`config.mk`:
```
export PLATFORM = sky130hd
export DESIGN_NAME = uart_tx_arbiter
export DESIGN_NICKNAME = d
export VERILOG_FILES = /design/src/rtl/uart_tx_arbiter.sv
export SDC_FILE = /design/constraint.sdc
export NUM_CORES = 1
export LEC_CHECK = 0
export BUFFER_PORTS_ARGS = -buffer_cell sky130_fd_sc_hd__buf_2
export CORE_UTILIZATION = 45
export DETAILED_ROUTE_END_ITERATION = 8
export HOLD_SLACK_MARGIN = 0.03
export PLACE_DENSITY = 0.73
export SYNTH_ARGS = -nofsm -noshare
export SYNTH_HDL_FRONTEND = slang
export SYNTH_SLANG_ARGS = --single-unit
export TNS_END_PERCENT = 100
```
`constraint.sdc`:
```
create_clock -name clk -period 4.65 [get_ports clk]
set_input_delay 0.465 -clock clk [delete_from_list [all_inputs] [get_ports clk]]
set_output_delay 0.465 -clock clk [all_outputs]
set_load 0.02 [all_outputs]
```
`src/rtl/uart_tx_arbiter.sv`:
```
// Shares one UART transmitter among NUM_REQ byte-stream requesters.
// Grants are packet-level and round-robin; an idle timeout revokes a stalled grant.
module uart_tx_arbiter #(
  parameter int NUM_REQ = 4,
  parameter int TIMEOUT = 1024
) (
  input  logic                       clk,
  input  logic                       rst,
  input  logic [NUM_REQ-1:0]         req_valid,
  input  logic [NUM_REQ*8-1:0]       req_data,
  input  logic [NUM_REQ-1:0]         req_last,
  output logic [NUM_REQ-1:0]         req_ready,
  output logic                       tx_valid,
  output logic [7:0]                 tx_data,
  input  logic                       tx_ready,
  output logic                       busy,
  output logic [$clog2(NUM_REQ)-1:0] grant_id,
  output logic                       timeout
);
  localparam int              GW        = $clog2(NUM_REQ);
  localparam logic [15:0]     TO_LAST   = 16'(TIMEOUT - 1);
  localparam logic [GW-1:0]   LAST_INIT = GW'(NUM_REQ - 1);

  typedef enum logic [0:0] {IDLE = 1'b0, XFER = 1'b1} state_t;

  state_t        state_r, state_nxt_s;
  logic [GW-1:0] grant_r, grant_nxt_s;
  logic [GW-1:0] last_grant_r, last_grant_nxt_s;
  logic [15:0]   cnt_r, cnt_nxt_s;
  logic          timeout_r, timeout_nxt_s;
  logic [GW-1:0] sel_s;
  int            best_dist_s;
  logic          any_req_s;
  logic          g_valid_s, g_last_s;
  logic [7:0]    g_data_s;

  // Fields of the currently granted requester
  assign g_valid_s = req_valid[grant_r];
  assign g_last_s  = req_last[grant_r];
  assign g_data_s  = req_data[{grant_r, 3'b000} +: 8];
  assign any_req_s = |req_valid;

  assign busy     = (state_r == XFER);
  assign grant_id = grant_r;
  assign timeout  = timeout_r;

  // Round-robin pick: the valid requester closest above last_grant wins
  always_comb begin
    sel_s       = {GW{1'b0}};
    best_dist_s = NUM_REQ;
    for (int i = 0; i < NUM_REQ; i++) begin
      if (req_valid[i] && (((i + NUM_REQ - 1 - int'(last_grant_r)) % NUM_REQ) < best_dist_s)) begin
        best_dist_s = (i + NUM_REQ - 1 - int'(last_grant_r)) % NUM_REQ;
        sel_s       = GW'(i);
      end else begin
        best_dist_s = best_dist_s;
      end
    end
  end

  // Byte path to the UART and acceptance back to the granted requester
  always_comb begin
    req_ready = {NUM_REQ{1'b0}};
    tx_valid  = 1'b0;
    tx_data   = 8'h00;
    if (state_r == XFER) begin
      tx_valid  = g_valid_s;
      tx_data   = g_data_s;
      req_ready = {{(NUM_REQ-1){1'b0}}, tx_ready} << grant_r;
    end else begin
      tx_valid  = 1'b0;
    end
  end

  // Next-state: grant on request, release on last byte or idle timeout
  always_comb begin
    state_nxt_s      = state_r;
    grant_nxt_s      = grant_r;
    last_grant_nxt_s = last_grant_r;
    cnt_nxt_s        = cnt_r;
    timeout_nxt_s    = 1'b0;
    case (state_r)
      IDLE: begin
        if (any_req_s) begin
          state_nxt_s = XFER;
          grant_nxt_s = sel_s;
          cnt_nxt_s   = 16'd0;
        end else begin
          cnt_nxt_s   = 16'd0;
        end
      end
      XFER: begin
        if (g_valid_s && tx_ready) begin
          // a transfer always beats an expiring counter
          cnt_nxt_s = 16'd0;
          if (g_last_s) begin
            state_nxt_s      = IDLE;
            last_grant_nxt_s = grant_r;
          end else begin
            state_nxt_s      = XFER;
          end
        end else if (!g_valid_s) begin
          if (cnt_r == TO_LAST) begin
            state_nxt_s      = IDLE;
            last_grant_nxt_s = grant_r;
            cnt_nxt_s        = 16'd0;
            timeout_nxt_s    = 1'b1;
          end else begin
            cnt_nxt_s        = cnt_r + 16'd1;
          end
        end else begin
          cnt_nxt_s = cnt_r;
        end
      end
      default: begin
        state_nxt_s = IDLE;
        cnt_nxt_s   = 16'd0;
      end
    endcase
  end

  // State and bookkeeping registers
  always_ff @(posedge clk or posedge rst) begin
    if (rst) begin
      state_r      <= IDLE;
      grant_r      <= {GW{1'b0}};
      last_grant_r <= LAST_INIT;
      cnt_r        <= 16'd0;
      timeout_r    <= 1'b0;
    end else begin
      state_r      <= state_nxt_s;
      grant_r      <= grant_nxt_s;
      last_grant_r <= last_grant_nxt_s;
      cnt_r        <= cnt_nxt_s;
      timeout_r    <= timeout_nxt_s;
    end
  end

endmodule

```
Word-level counts from Yosys, hierarchy flattened --
Cells that the tools add are included.
Operators by class: muxes and demuxes 31, multipliers 0, bitwise logic cells 5, $add $sub $neg 5, equality and inequality tests 4, shift-type cells 2, $lt $le $gt $ge 5, divide/modulo/power cells 0, reduce and logical (&&, ||, !) cells 13
Operators by type and width (count):
- < comparator 3 x 32 -> 1 bit | 3
- 2-to-1 mux 32 bit | 3
- 2-to-1 mux 16 bit | 3
- one-hot mux 16 bit (2 select lines) | 1
- indexed part select 32 x 6 -> 8 bit | 1
- adder 16 x 1 -> 16 bit, second input constant | 1
- equality test 16 x 10 -> 1 bit, second input constant | 1
- 2-to-1 mux 1 bit | 13
- 2-to-1 mux 2 bit | 6
- subtractor 3 x 2 -> 4 bit, first input constant | 3
- 2-to-1 mux 8 bit | 1
- OR reduction 2 bit | 4
- logical AND 1 bit | 5
- bitwise AND 1 bit | 4
- binary-select mux 1 bit (select 2 bit) | 2
- < comparator 3 x 4 -> 1 bit, second input constant | 1
- 2-to-1 mux 4 bit | 1
- AND reduction 4 bit | 1
- OR reduction 4 bit | 1
- left shift 1 x 2 -> 4 bit | 1
- < comparator 2 x 3 -> 1 bit, second input constant | 1
- != test 3 x 2 -> 1 bit, second input constant | 1
- subtractor 2 x 2 -> 3 bit, first input constant | 1
- != test 2 x 1 -> 1 bit, second input constant | 1
- other kinds (5) | 5
Storage, ports and cells: ROM bits 0, word-level logic and storage cells 70, register bits after elaboration 22, latch bits 0, RAM bits 0, memories 0

Longest topological paths before layout --
Gate-level depths: netlist (run 1).
word-level depth 15, gate-level depth with buffers 16

Worst setup path after synthesis (run 1) --
Ideal clock, no wire load.
path type register to register, start point register last_grant_r[0], end point register grant_r[0], in the netlist grant_id[0], stages on the path, launching flop included 16, slack 1129 ps, clock period less this slack 3521 ps, data required time 4524 ps, arrival time 3395 ps, cell sequence dfstp_2 > xnor2_1 > inv_1 > ha_1 > a21oi_1 > o21ai_0 > o21ai_0 > ha_1 > and4b_1 > o21ai_0 > mux2_2 > ha_1 > a21oi_1 > o211ai_1 > a21oi_1 > a221o_1
Between the ends: longest elaborated chain between the ends 15, elaborated cells on any way between the ends 26, classes of those cells add/sub (4); order compare (4); mux (6); bitwise (4); reduce/logical (8)
Ends and longest elaborated chain:
- from (decl) | line 28 | logic [GW-1:0] last_grant_r, last_grant_nxt_s;
- from (signal assigned) | line 133 | last_grant_r <= last_grant_nxt_s;
- subtractor 2 x 2 -> 3 bit | line 52, 53
- OR reduction 2 bit (no source line)
- bitwise AND 1 bit (no source line)
- < comparator 3 x 4 -> 1 bit | line 52 | if (req_valid[i] && (((i + NUM_REQ - 1 - int'(last_grant_r)) % NUM_REQ) < best_dist_s)) begin
- logical AND 1 bit | line 52
- 2-to-1 mux 32 bit | line 52
- < comparator 3 x 32 -> 1 bit | line 52
- logical AND 1 bit | line 52
- 2-to-1 mux 32 bit | line 52
- < comparator 3 x 32 -> 1 bit | line 52
- logical AND 1 bit | line 52
- 2-to-1 mux 32 bit | line 52
- < comparator 3 x 32 -> 1 bit | line 52
- logical AND 1 bit | line 52
- 2-to-1 mux 2 bit (*) | line 52
- to (signal assigned) | line 126 | grant_r <= {GW{1'b0}};
- to (signal assigned) | line 132 | grant_r <= grant_nxt_s;
- to (decl) | line 27 | logic [GW-1:0] grant_r, grant_nxt_s;
Every way passes the cells marked *; elsewhere a longest branch is shown, timed or not. A chain may end at the register's enable or synchronous reset.

Final worst setup path (run 1) --
Ends and elaborated chain as after synthesis.

==> impl_metrics.sql, run 1 <==
INSERT INTO impl_metrics (metric_group, metric, value, unit) VALUES
('outcome', 'run_status', 'finished clean', ''),
('critical_path', 'worstPathMaxFanout', '5', ''),
('worst_hold_path', 'worst_hold_path_type', 'in2async', ''),
('flow_run', 'cap_violations', '0', ''),
('critical_path', 'worst_path_largest_cell_delay', '0.58', 'ns'),
('timing', 'rsz0062_at_grt', 'false', ''),
('yosys', 'dominantRegCellSynth', 'sky130_fd_sc_hd__dfrtp_1', ''),
('yosys', 'synth_warnings', '0', ''),
('yosys', 'syn-instance-count', '183', ''),
('final_layout', 'drive_gt1_frac', '0.333', ''),
('timing', 'slew_headroom', '0.407', ''),
('critical_path', 'cp_cell_sequence', 'xnor2_1, inv_1, ha_1, a21oi_1, o21ai_0, o21ai_0, ha_1, and4b_1, o21ai_0, mux2_2, ha_1, a21oi_1, o211ai_1, a21oi_1, a221o_1', ''),
('place', 'place_congestion', '0.820', ''),
('critical_path', 'critical_path.slowest_cell', 'sky130_fd_sc_hd__dfstp_2', ''),
('timing', 'totalNegativeSetupSlack', '0', 'ns'),
('drt', 'final_antenna_net_count', '0', ''),
('floorplan', 'core_area', '0.00347', 'mm²'),
('final_layout', 'antennaDiodeCount', '0', ''),
('timing', 'finalClockSkew', '0.00933', 'ns'),
('global_route', 'globalRoute.totalOverflow', '0', ''),
('yosys', 'post_synth.cell_area_avg', '9.19', 'µm²'),
('clock_network', 'tritoncts.num_buffers', '3', ''),
('yosys', 'synth-edff-count', '0', ''),
('global_route', 'first_global_vias', '1543', ''),
('clock_network', 'tritoncts', 'yes', ''),
('drt', 'iteration_0_drc_markers', '58', ''),
('clock_network', 'clk_latency', '0.27', 'ns'),
('final_layout', 'layout.cell_area.non_filler', '0.00205', 'mm²'),
('yosys', 'ys_ff_latch', '22', ''),
('clock_network', 'cts.hold.buffers_added', '0', ''),
('yosys', 'synthesized_netlist_net_count', '230', ''),
('global_route', 'wire_length_of_the_first_global_routing_pass', '6.74', 'mm'),
('floorplan', 'die_width', '63.1', 'µm'),
('yosys', 'postSynth.asyncResetShare', '1.00', ''),
('power', 'vdd.ir_drop.worst', '0.000392', 'V'),
('critical_path', 'worstPathRequired', '4.80', 'ns'),
('floorplan', 'die_height', '63.1', 'µm'),
('timing', 'hold_violations', '0', ''),
('clock_network', 'clkTransAtPathRegs', '0.08', 'ns'),
('critical_path', 'reg_to_reg_slack_setup', '0.76', 'ns'),
('power', 'power.static_leakage', '0.951', 'nW'),
('critical_path', 'critical_path.startpoint_type', 'register', ''),
('clock_network', 'cts_post_setup_buffers_inserted', '0', ''),
('yosys', 'synth.yosys.seq_area_share', '0.329', ''),
('clock_network', 'cts_buffer_depth', '2', ''),
('place', 'port_buffers', '59', ''),
('timing', 'timing.final.crit_share', '0.838', ''),
('floorplan', 'die_area', '0.00399', 'mm²'),
('global_route', 'grt_max_degree', '23', ''),
('timing', 'fmax', '0.257', 'GHz'),
('place', 'placed_cell_area', '0.00200', 'mm²'),
('global_route', 'antenna_violations_before_repair', '0', ''),
('timing', 'timing.final.crit_period', '3.89', 'ns'),
('clock_network', 'clk_root_buffer_cell', 'sky130_fd_sc_hd__clkbuf_8', ''),
('yosys', 'netlist_area', '0.00168', 'mm²'),
('clock_network', 'cts_resized', '0', ''),
('floorplan', 'row_count', '21', ''),
('critical_path', 'worstPathArrival', '4.04', 'ns'),
('yosys', 'synth.lib_cells_used.distinct', '43', ''),
('drt', 'detail_route.vias_per_cell', '5.49', ''),
('drt', 'detailroute.via_count', '1571', ''),
('place', 'hpwl', '2.92', 'mm'),
('drt', 'drt_wl_total', '3.77', 'mm'),
('final_layout', 'synth_to_final_area_change', '22.0', '%'),
('drt', 'wl_per_cell', '13.2', 'µm'),
('final_layout', 'nets', '288', ''),
('global_route', 'grt_util_all_layers', '0.213', ''),
('floorplan', 'starting_density_of_the_core', '0.485', ''),
('timing', 'setup-violations-final', '0', ''),
('drt', 'drc_errors', '0', ''),
('clock_network', 'clock_sink_count', '22', ''),
('clock_network', 'htree_levels', '1', ''),
('critical_path', 'critPathCaptureType', 'register', ''),
('timing', 'timing_max_transition_violations_final', '0', ''),
('drt', 'first_pass_iters', '4', ''),
('floorplan', 'boundaryPins', '60', ''),
('power', 'cellPowerDensity', '526', 'mW/mm²'),
('critical_path', 'worstSetupPathType', 'reg2reg', ''),
('timing', 'timing_worst_slew_pin_value', '0.878', 'ns');
-- cells by family after synthesis --
group / Yosys count / synth area share
AND/OR/NAND/NOR: 83 / 0.254
AO/OA/AOI/OAI: 39 / 0.151
flip-flops: 22 / 0.329
buffers and inverters: 17 / 0.0469
multiplexers: 14 / 0.168
XOR/XNOR: 4 / 0.0208
adder cells (fa/ha/maj): 4 / 0.0298
-- routing by layer --
metal / vias to the layer above / track usage / part of all wire
met3: 4 / 0.0417 / 0.040
met4: 0 / 0.0465 / 0.0034
met2: 39 / 0.376 / 0.49
met5: - / 0 / 0
li1: 797 / - / -
met1: 731 / 0.266 / 0.46
-- power breakdown --
group          internal (W)  leakage (nW)  switching, W
logic              0.000289         0.630      0.000340
registers          0.000228         0.292     0.0000866
clock network     0.0000755        0.0288     0.0000604
-- worst paths after layout --
kind	to	startpoint	depth (start not counted)
worst min-delay path	cnt_r[1]	rst	2
worst max-delay path	grant_id[0]	last_grant_r[0]	15
worst max register to register	grant_id[0]	last_grant_r[0]	15
worst min register to register	cnt_r[13]	cnt_r[13]	1
max in group asynchronous	timeout	rst	2
min in group clk	cnt_r[13]	cnt_r[13]	1
-- layout by cell type (no fill, tap or decap), types with 2 or more instances in the layout --
cell	count
sky130_fd_sc_hd__clkbuf_8	4
sky130_fd_sc_hd__mux4_2	6
sky130_fd_sc_hd__dfstp_2	2
sky130_fd_sc_hd__xnor2_1	2
sky130_fd_sc_hd__o21ai_0	14
sky130_fd_sc_hd__a31oi_1	2
sky130_fd_sc_hd__and2_1	9
sky130_fd_sc_hd__dfrtp_1	20
sky130_fd_sc_hd__mux2i_1	2
sky130_fd_sc_hd__or2_2	3
sky130_fd_sc_hd__mux4_1	4
sky130_fd_sc_hd__nor2_1	15
sky130_fd_sc_hd__inv_1	11
sky130_fd_sc_hd__nor3_1	8
sky130_fd_sc_hd__nand3_1	13
sky130_fd_sc_hd__ha_1	4
sky130_fd_sc_hd__mux2_2	2
sky130_fd_sc_hd__nand4_1	4
sky130_fd_sc_hd__a22o_1	2
sky130_fd_sc_hd__or3_1	4
sky130_fd_sc_hd__buf_2	59
sky130_fd_sc_hd__xor2_1	2
sky130_fd_sc_hd__nand2_1	19
sky130_fd_sc_hd__a21oi_1	10
-- metrics by stage --
step | hold slack, ns | total power [W] | util | instances | setup slack, ns
finish | 0.340 | 0.00108 | 0.592 | 286 | 0.755
global route | 0.451 | 0.00118 | 0.592 | 286 | 0.429
CTS | 0.378 | 0.00109 | 0.592 | 286 | 0.770
detailed placement | 0.497 | 0.000951 | 0.576 | 282 | 0.793
global placement | 0.501 | 0.000936 | 0.576 | 282 | 0.923
floorplan | 0.453 | 0.000801 | - | 183 | 1.13
-- layout make-up --
type                       instances  area [µm²]
fill                             334        1420
inverter                          11        41.3
clock buffer                       4        55.1
multi-input combinational        144        1050
timing repair buffer              59         295
tap                               46        57.6
sequential                        22         553
-- cells in the mapped netlist, types with 2 or more instances --
cell type / number / area (µm²)
sky130_fd_sc_hd__xor2_1: 2 / 17.5
sky130_fd_sc_hd__or3_1: 4 / 25.0
sky130_fd_sc_hd__a21oi_1: 10 / 50.1
sky130_fd_sc_hd__mux2_2: 2 / 22.5
sky130_fd_sc_hd__xnor2_1: 2 / 17.5
sky130_fd_sc_hd__or2_2: 3 / 18.8
sky130_fd_sc_hd__nand2_1: 19 / 71.3
sky130_fd_sc_hd__o21ai_0: 14 / 70.1
sky130_fd_sc_hd__a22o_1: 2 / 17.5
sky130_fd_sc_hd__dfstp_2: 2 / 52.6
sky130_fd_sc_hd__ha_1: 4 / 50.1
sky130_fd_sc_hd__mux4_2: 6 / 135
sky130_fd_sc_hd__buf_6: 2 / 22.5
sky130_fd_sc_hd__nor3_1: 8 / 40.0
sky130_fd_sc_hd__a31oi_1: 2 / 12.5
sky130_fd_sc_hd__clkbuf_1: 4 / 15.0
sky130_fd_sc_hd__inv_1: 11 / 41.3
sky130_fd_sc_hd__nor2_1: 15 / 56.3
sky130_fd_sc_hd__dfrtp_1: 20 / 500
sky130_fd_sc_hd__mux2i_1: 2 / 20.0
sky130_fd_sc_hd__and2_1: 9 / 56.3
sky130_fd_sc_hd__mux4_1: 4 / 105
sky130_fd_sc_hd__nand3_1: 13 / 65.1
sky130_fd_sc_hd__nand4_1: 4 / 25.0
-- state kept, by name (all words and copies together), names as in the netlist --
signal,flops
timeout,1
busy,1
grant_id,2
last_grant_r,2
cnt_r,16
-- critical path: cells and delay by family, from the launching register on --
| family | cells | cell delay, ns |
|---|---|---|
| compound gates | 8 | 1.55 |
| fa+ha+maj | 3 | 0.83 |
| flops | 1 | 0.58 |
| mux | 1 | 0.39 |
| simple gates | 1 | 0.19 |
| xor+xnor | 1 | 0.16 |
| buf+inv | 1 | 0.09 |
(Power assumes the default switching activity.)
==> run 2, diff against run 1 <==
--- a/config.mk
+++ b/config.mk
@@ -9,7 +9,7 @@
 export CORE_UTILIZATION = 45
 export DETAILED_ROUTE_END_ITERATION = 8
 export HOLD_SLACK_MARGIN = 0.03
-export PLACE_DENSITY = 0.73
+export PLACE_DENSITY = 0.76
 export SYNTH_ARGS = -nofsm -noshare
 export SYNTH_HDL_FRONTEND = slang
 export SYNTH_SLANG_ARGS = --single-unit
==> constraint.sdc (replaced) <==
create_clock -name clk -period 3.55 [get_ports clk]
set_input_delay 0.355 -clock clk [delete_from_list [all_inputs] [get_ports clk]]
set_output_delay 0.355 -clock clk [all_outputs]
set_load 0.02 [all_outputs]
==> impl_metrics.sql, run 2 (synthesis gave the netlist of run 1 again) <==
INSERT INTO impl_metrics (metric_group, metric, value, unit) VALUES
('clock_network', 'tritoncts', 'yes', ''),
('drt', 'drc_errors', '0', ''),
('power', 'cellPowerDensity', '739', 'mW/mm²'),
('drt', 'drt_wl_total', '4.14', 'mm'),
('timing', 'finalClockSkew', '0.00175', 'ns'),
('critical_path', 'worst-path-buf-inv', '1', ''),
('clock_network', 'clock_sink_count', '22', ''),
('drt', 'final_antenna_net_count', '0', ''),
('critical_path', 'cp_cell_sequence', 'xnor2_2, inv_2, ha_4, a21oi_2, o21ai_2, nand2_1, o21ai_2, ha_2, and4b_1, o21ai_2, mux2_2, ha_4, a21oi_1, o211ai_1, a21oi_1, a221o_1', ''),
('timing', 'setup-violations-final', '0', ''),
('global_route', 'first_global_vias', '1535', ''),
('critical_path', 'worstPathRequired', '3.70', 'ns'),
('global_route', 'wire_length_of_the_first_global_routing_pass', '6.85', 'mm'),
('final_layout', 'nets', '294', ''),
('drt', 'first_pass_iters', '4', ''),
('floorplan', 'core_area', '0.00347', 'mm²'),
('floorplan', 'starting_density_of_the_core', '0.485', ''),
('floorplan', 'die_width', '63.1', 'µm'),
('timing', 'fmax', '0.297', 'GHz'),
('timing', 'timing_max_transition_violations_final', '0', ''),
('global_route', 'antenna_violations_before_repair', '0', ''),
('critical_path', 'cp_common_cell', 'sky130_fd_sc_hd__o21ai_2', ''),
('timing', 'hold_violations', '0', ''),
('timing', 'timing.final.crit_share', '0.947', ''),
('final_layout', 'largest_register_ffs', '16', ''),
('critical_path', 'critical_path.startpoint_type', 'register', ''),
('place', 'place_congestion', '0.830', ''),
('floorplan', 'boundaryPins', '60', ''),
('final_layout', 'fillerInstances', '311', ''),
('global_route', 'grt_max_degree', '23', ''),
('place', 'hpwl', '3.09', 'mm'),
('clock_network', 'cts_buffer_depth', '2', ''),
('place', 'port_buffers', '59', ''),
('drt', 'detailroute.via_count', '1657', ''),
('global_route', 'grt_util_all_layers', '0.219', ''),
('power', 'power.static_leakage', '0.986', 'nW'),
('final_layout', 'multi_input_comb_area', '0.00110', 'mm²'),
('floorplan', 'die_height', '63.1', 'µm'),
('timing', 'timing.final.crit_period', '3.36', 'ns'),
('final_layout', 'ff_latch_area', '553', 'µm²'),
('outcome', 'run_status', 'finished clean', ''),
('clock_network', 'clkTransAtPathRegs', '0.08', 'ns'),
('clock_network', 'tritoncts.num_buffers', '3', ''),
('critical_path', 'path_delay_family', 'compound AO/OA/AOI/OAI gates', ''),
('critical_path', 'worstPathArrival', '3.52', 'ns'),
('power', 'power', '0.00159', 'W'),
('final_layout', 'antennaDiodeCount', '0', ''),
('critical_path', 'critPathCaptureType', 'register', ''),
('clock_network', 'clk_latency', '0.26', 'ns'),
('flow_run', 'cap_violations', '0', ''),
('timing', 'timing_worst_slew_pin_value', '0.823', 'ns'),
('final_layout', 'layout.cell_area.non_filler', '0.00215', 'mm²'),
('global_route', 'globalRoute.totalOverflow', '0', ''),
('final_layout', 'synth_to_final_area_change', '27.7', '%'),
('timing', 'slew_headroom', '0.444', ''),
('final_layout', 'layout.cells.most_common', 'sky130_fd_sc_hd__buf_2', ''),
('critical_path', 'worstSetupPathType', 'reg2reg', ''),
('timing', 'holdWs', '0.248', 'ns'),
('critical_path', 'reg_to_reg_slack_setup', '0.19', 'ns'),
('timing', 'totalNegativeSetupSlack', '0', 'ns'),
('final_layout', 'drive_gt1_frac', '0.386', ''),
('critical_path', 'worstPathMaxFanout', '3', ''),
('place', 'placed_cell_area', '0.00201', 'mm²'),
('critical_path', 'critical_path.slowest_cell', 'sky130_fd_sc_hd__dfstp_2', ''),
('clock_network', 'clk_root_buffer_cell', 'sky130_fd_sc_hd__clkbuf_8', ''),
('power', 'vdd.ir_drop.worst', '0.000447', 'V'),
('final_layout', 'registers.top_by_ff_count', 'cnt_r', ''),
('clock_network', 'htree_levels', '1', ''),
('drt', 'wl_per_cell', '14.2', 'µm'),
('worst_hold_path', 'worst_hold_path_type', 'in2async', ''),
('drt', 'detail_route.vias_per_cell', '5.67', ''),
('drt', 'iteration_0_drc_markers', '106', ''),
('final_layout', 'layout.cells.most_common_list', 'sky130_fd_sc_hd__buf_2 (59), sky130_fd_sc_hd__dfrtp_1 (20), sky130_fd_sc_hd__nand2_1 (19)', ''),
('critical_path', 'worst_path_largest_cell_delay', '0.57', 'ns'),
('floorplan', 'row_count', '21', ''),
('floorplan', 'die_area', '0.00399', 'mm²');
## run 2: area by class of cell
type,count,area share
multi-input cells,144,0.512
well taps,46,0.0268
inverters,11,0.0192
clock buffers,4,0.0256
repair buffers,65,0.159
flip-flops and latches,22,0.258
## run 2: stage by stage
stage	cells	setup slack, ns	util
2_1_floorplan	183	0.0285	-
3_3_place_gp	284	-0.00174	0.580
3_5_place_dp	284	-0.150	0.580
4_1_cts	288	0.00406	0.596
5_1_grt	292	-0.00863	0.619
6_report	292	0.188	0.619
## run 2: path summary, 6_finish.rpt
check                                   end  cells after the start            start
min in group clk                       busy                      3     req_valid[3]
max in group asynchronous          cnt_r[0]                      2              rst
worst max register to register  grant_id[0]                     16  last_grant_r[1]
worst max-delay path            grant_id[0]                     16  last_grant_r[1]
worst min-delay path            grant_id[0]                      2              rst
worst min register to register    cnt_r[13]                      1        cnt_r[13]
## run 2: what timing repair did
item | 4_1_cts | 5_1_grt
hold buffers | 0 | 0
setup endpoints to repair | 2 | 2
setup buffers | 0 | 4
hold endpoints to repair | 0 | 0
gates cloned | 0 | 0
pin swaps | 0 | 7
resized for setup | 3 | 9
## run 2: worst reg2reg max path, stage by stage, from the launching register on
cell                       delay, ns
sky130_fd_sc_hd__dfstp_2        0.57
sky130_fd_sc_hd__xnor2_2        0.14
sky130_fd_sc_hd__inv_2          0.08
sky130_fd_sc_hd__ha_4           0.27
sky130_fd_sc_hd__a21oi_2        0.06
sky130_fd_sc_hd__o21ai_2        0.20
sky130_fd_sc_hd__nand2_1        0.10
sky130_fd_sc_hd__o21ai_2        0.08
sky130_fd_sc_hd__ha_2           0.19
sky130_fd_sc_hd__and4b_1        0.19
sky130_fd_sc_hd__o21ai_2        0.14
sky130_fd_sc_hd__mux2_2         0.38
sky130_fd_sc_hd__ha_4           0.27
sky130_fd_sc_hd__a21oi_1        0.05
sky130_fd_sc_hd__o211ai_1       0.21
sky130_fd_sc_hd__a21oi_1        0.06
sky130_fd_sc_hd__a221o_1        0.25
## run 2: report_power, final
group	leakage [nW]	switching [W]	internal (W)	total, W
Sequential	0.292	0.000112	0.000299	0.000411
Clock	0.0288	0.0000811	0.0000989	0.000180
Combinational	0.665	0.000514	0.000481	0.000995
Total	0.986	0.000707	0.000879	0.00159
## run 2: per-layer routing
metal  vias up  track usage  wire length [µm]
met1       791        0.269              1740
met3         4       0.0489               224
met5         -            0                 0
li1        811            -                 -
met2        51        0.387              2140
met4         0       0.0494                45
==> run 3, diff against run 2 <==
--- a/config.mk
+++ b/config.mk
@@ -8,7 +8,7 @@
 export BUFFER_PORTS_ARGS = -buffer_cell sky130_fd_sc_hd__buf_2
 export CORE_UTILIZATION = 45
 export DETAILED_ROUTE_END_ITERATION = 8
-export HOLD_SLACK_MARGIN = 0.03
+export HOLD_SLACK_MARGIN = 0.15
 export PLACE_DENSITY = 0.76
 export SYNTH_ARGS = -nofsm -noshare
 export SYNTH_HDL_FRONTEND = slang
==> constraint.sdc (replaced) <==
create_clock -name clk -period 3.55 [get_ports clk]
set_input_delay 0.1775 -clock clk [delete_from_list [all_inputs] [get_ports clk]]
set_output_delay 0.1775 -clock clk [all_outputs]
set_load 0.02 [all_outputs]
==> impl_metrics.sql, run 3 (synthesis gave the netlist of run 1 again) <==
INSERT INTO impl_metrics (metric_group, metric, value, unit) VALUES
('outcome', 'run_status', 'finished clean', ''),
('timing', 'hold_violations', '0', ''),
('place', 'hpwl', '3.10', 'mm'),
('final_layout', 'ff_latch_area', '553', 'µm²'),
('critical_path', 'critical_path.startpoint_type', 'register', ''),
('drt', 'detailroute.via_count', '1616', ''),
('timing', 'timing_worst_slew_pin_value', '0.927', 'ns'),
('timing', 'timing.final.crit_share', '0.963', ''),
('final_layout', 'drive_gt1_frac', '0.371', ''),
('critical_path', 'reg_to_reg_slack_setup', '0.13', 'ns'),
('final_layout', 'layout.cells.most_common', 'sky130_fd_sc_hd__buf_2', ''),
('global_route', 'grt_max_degree', '23', ''),
('timing', 'worst_slack', '0.132', 'ns'),
('final_layout', 'multi_input_comb_area', '0.00109', 'mm²'),
('power', 'power_frac_clock', '0.104', ''),
('clock_network', 'cts_buffer_depth', '2', ''),
('power', 'combPwrFrac', '0.623', ''),
('timing', 'timing_max_transition_violations_final', '0', ''),
('critical_path', 'worstPathMaxFanout', '3', ''),
('drt', 'wl_per_cell', '14.3', 'µm'),
('timing', 'fmax', '0.293', 'GHz'),
('power', 'net-switching-power', '0.000690', 'W'),
('global_route', 'antenna_violations_before_repair', '0', ''),
('place', 'placed_cell_area', '0.00201', 'mm²'),
('final_layout', 'layout.cells.most_common_list', 'sky130_fd_sc_hd__buf_2 (59), sky130_fd_sc_hd__dfrtp_1 (20), sky130_fd_sc_hd__nand2_1 (19)', ''),
('drt', 'first_pass_iters', '4', ''),
('worst_hold_path', 'worst_hold_path_type', 'in2reg', ''),
('final_layout', 'fillerInstances', '312', ''),
('drt', 'iteration_0_drc_markers', '92', ''),
('global_route', 'grt_util_all_layers', '0.214', ''),
('floorplan', 'die_width', '63.1', 'µm'),
('critical_path', 'cp_common_cell', 'sky130_fd_sc_hd__o21ai_2', ''),
('floorplan', 'boundaryPins', '60', ''),
('final_layout', 'largest_register_ffs', '16', ''),
('clock_network', 'clk_latency', '0.26', 'ns'),
('clock_network', 'tritoncts.num_buffers', '3', ''),
('critical_path', 'critical_path.slowest_cell', 'sky130_fd_sc_hd__dfstp_2', ''),
('power', 'power_switching_share', '0.456', ''),
('flow_run', 'cap_violations', '0', ''),
('clock_network', 'tritoncts', 'yes', ''),
('critical_path', 'worst_path_largest_cell_delay', '0.57', 'ns'),
('drt', 'drt_wl_total', '4.17', 'mm'),
('power', 'power.static_leakage', '0.975', 'nW'),
('power', 'pwr-share-seq', '0.273', ''),
('timing', 'setup-violations-final', '0', ''),
('place', 'place_congestion', '0.770', ''),
('power', 'vdd.ir_drop.worst', '0.000488', 'V'),
('clock_network', 'clk_root_buffer_cell', 'sky130_fd_sc_hd__clkbuf_8', ''),
('clock_network', 'htree_levels', '1', ''),
('global_route', 'globalRoute.totalOverflow', '0', ''),
('global_route', 'first_global_vias', '1543', ''),
('final_layout', 'layout.cell_area.non_filler', '0.00212', 'mm²'),
('clock_network', 'clkTransAtPathRegs', '0.08', 'ns'),
('place', 'placement_stage_worst_setup_slack', '-0.139', 'ns'),
('timing', 'timing.final.crit_period', '3.42', 'ns'),
('drt', 'drc_errors', '0', ''),
('critical_path', 'cp_cell_sequence', 'xnor2_2, inv_2, ha_4, a21oi_2, o21ai_2, nand2_1, o21ai_2, ha_2, and4b_1, o21ai_2, mux2_2, ha_1, a21oi_1, o211ai_1, a21oi_1, a221o_1', ''),
('timing', 'slew_headroom', '0.380', ''),
('power', 'p_int', '0.000822', 'W'),
('floorplan', 'die_area', '0.00399', 'mm²'),
('critical_path', 'worstPathArrival', '3.57', 'ns'),
('clock_network', 'clock_sink_count', '22', ''),
('critical_path', 'worstSetupPathType', 'reg2reg', ''),
('floorplan', 'row_count', '21', ''),
('global_route', 'wire_length_of_the_first_global_routing_pass', '6.69', 'mm'),
('place', 'port_buffers', '59', ''),
('floorplan', 'core_area', '0.00347', 'mm²'),
('final_layout', 'registers.top_by_ff_count', 'cnt_r', ''),
('drt', 'detail_route.vias_per_cell', '5.55', ''),
('timing', 'holdWs', '0.269', 'ns'),
('final_layout', 'nets', '293', ''),
('critical_path', 'critPathCaptureType', 'register', ''),
('power', 'cellPowerDensity', '713', 'mW/mm²'),
('floorplan', 'starting_density_of_the_core', '0.485', ''),
('timing', 'finalClockSkew', '0.00600', 'ns'),
('power', 'power', '0.00151', 'W'),
('final_layout', 'synth_to_final_area_change', '26.0', '%'),
('drt', 'final_antenna_net_count', '0', ''),
('critical_path', 'worstPathRequired', '3.70', 'ns'),
('floorplan', 'die_height', '63.1', 'µm'),
('final_layout', 'antennaDiodeCount', '0', '');
run 3: cell type report:
class,count,area share
multi-input cells,144,0.513
flip-flops and latches,22,0.261
repair buffers,64,0.158
well taps,46,0.0272
clock buffers,4,0.0213
inverters,11,0.0195
run 3: per-layer routing:
layer	up-vias	GRT usage	share of wire
li1	804	-	-
met1	769	0.251	0.43
met2	41	0.403	0.53
met3	2	0.0380	0.031
met4	0	0.0407	0.0048
met5	-	0	0
run 3: stage by stage:
stage | TNS, ns | instances | utilization
after floorplan | 0 | 183 | -
after global placement | 0 | 284 | 0.580
after detailed placement | -0.147 | 284 | 0.580
after CTS | 0 | 289 | 0.596
after global routing | -0.0503 | 291 | 0.611
final | 0 | 291 | 0.611
run 3: critical path, delay by kind of cell (launching register included):
family	cells	cell delay [ns]
simple gates	2	0.31
buf+inv	1	0.08
xor+xnor	1	0.14
mux	1	0.35
flops	1	0.57
fa+ha+maj	3	0.77
compound gates	8	1.10
run 3: power by group through the flow:
stage | Clock [W] | Sequential (W) | Combinational [W]
3_3_place_gp | 0 | 0.000415 | 0.000823
2_1_floorplan | 0 | 0.000368 | 0.000682
3_5_place_dp | 0 | 0.000417 | 0.000845
6_report | 0.000158 | 0.000413 | 0.000942
5_1_grt | 0.000175 | 0.000429 | 0.00102
4_1_cts | 0.000166 | 0.000411 | 0.000853
run 3: final timing paths:
check                                start          end  cells after the start
max                        last_grant_r[1]  grant_id[0]                     16
min                           req_valid[3]         busy                      3
max reg2reg                last_grant_r[1]  grant_id[0]                     16
min reg2reg                      cnt_r[13]    cnt_r[13]                      1
max in group asynchronous              rst     cnt_r[7]                      3
min in group asynchronous              rst     cnt_r[0]                      3
run 3: repair_timing:
item,in CTS,in global routing
endpoints found under the setup margin,2,2
resized for setup,3,8
setup buffers,0,2
pin swaps,0,5
hold endpoints to repair,20,0
hold buffers,1,0
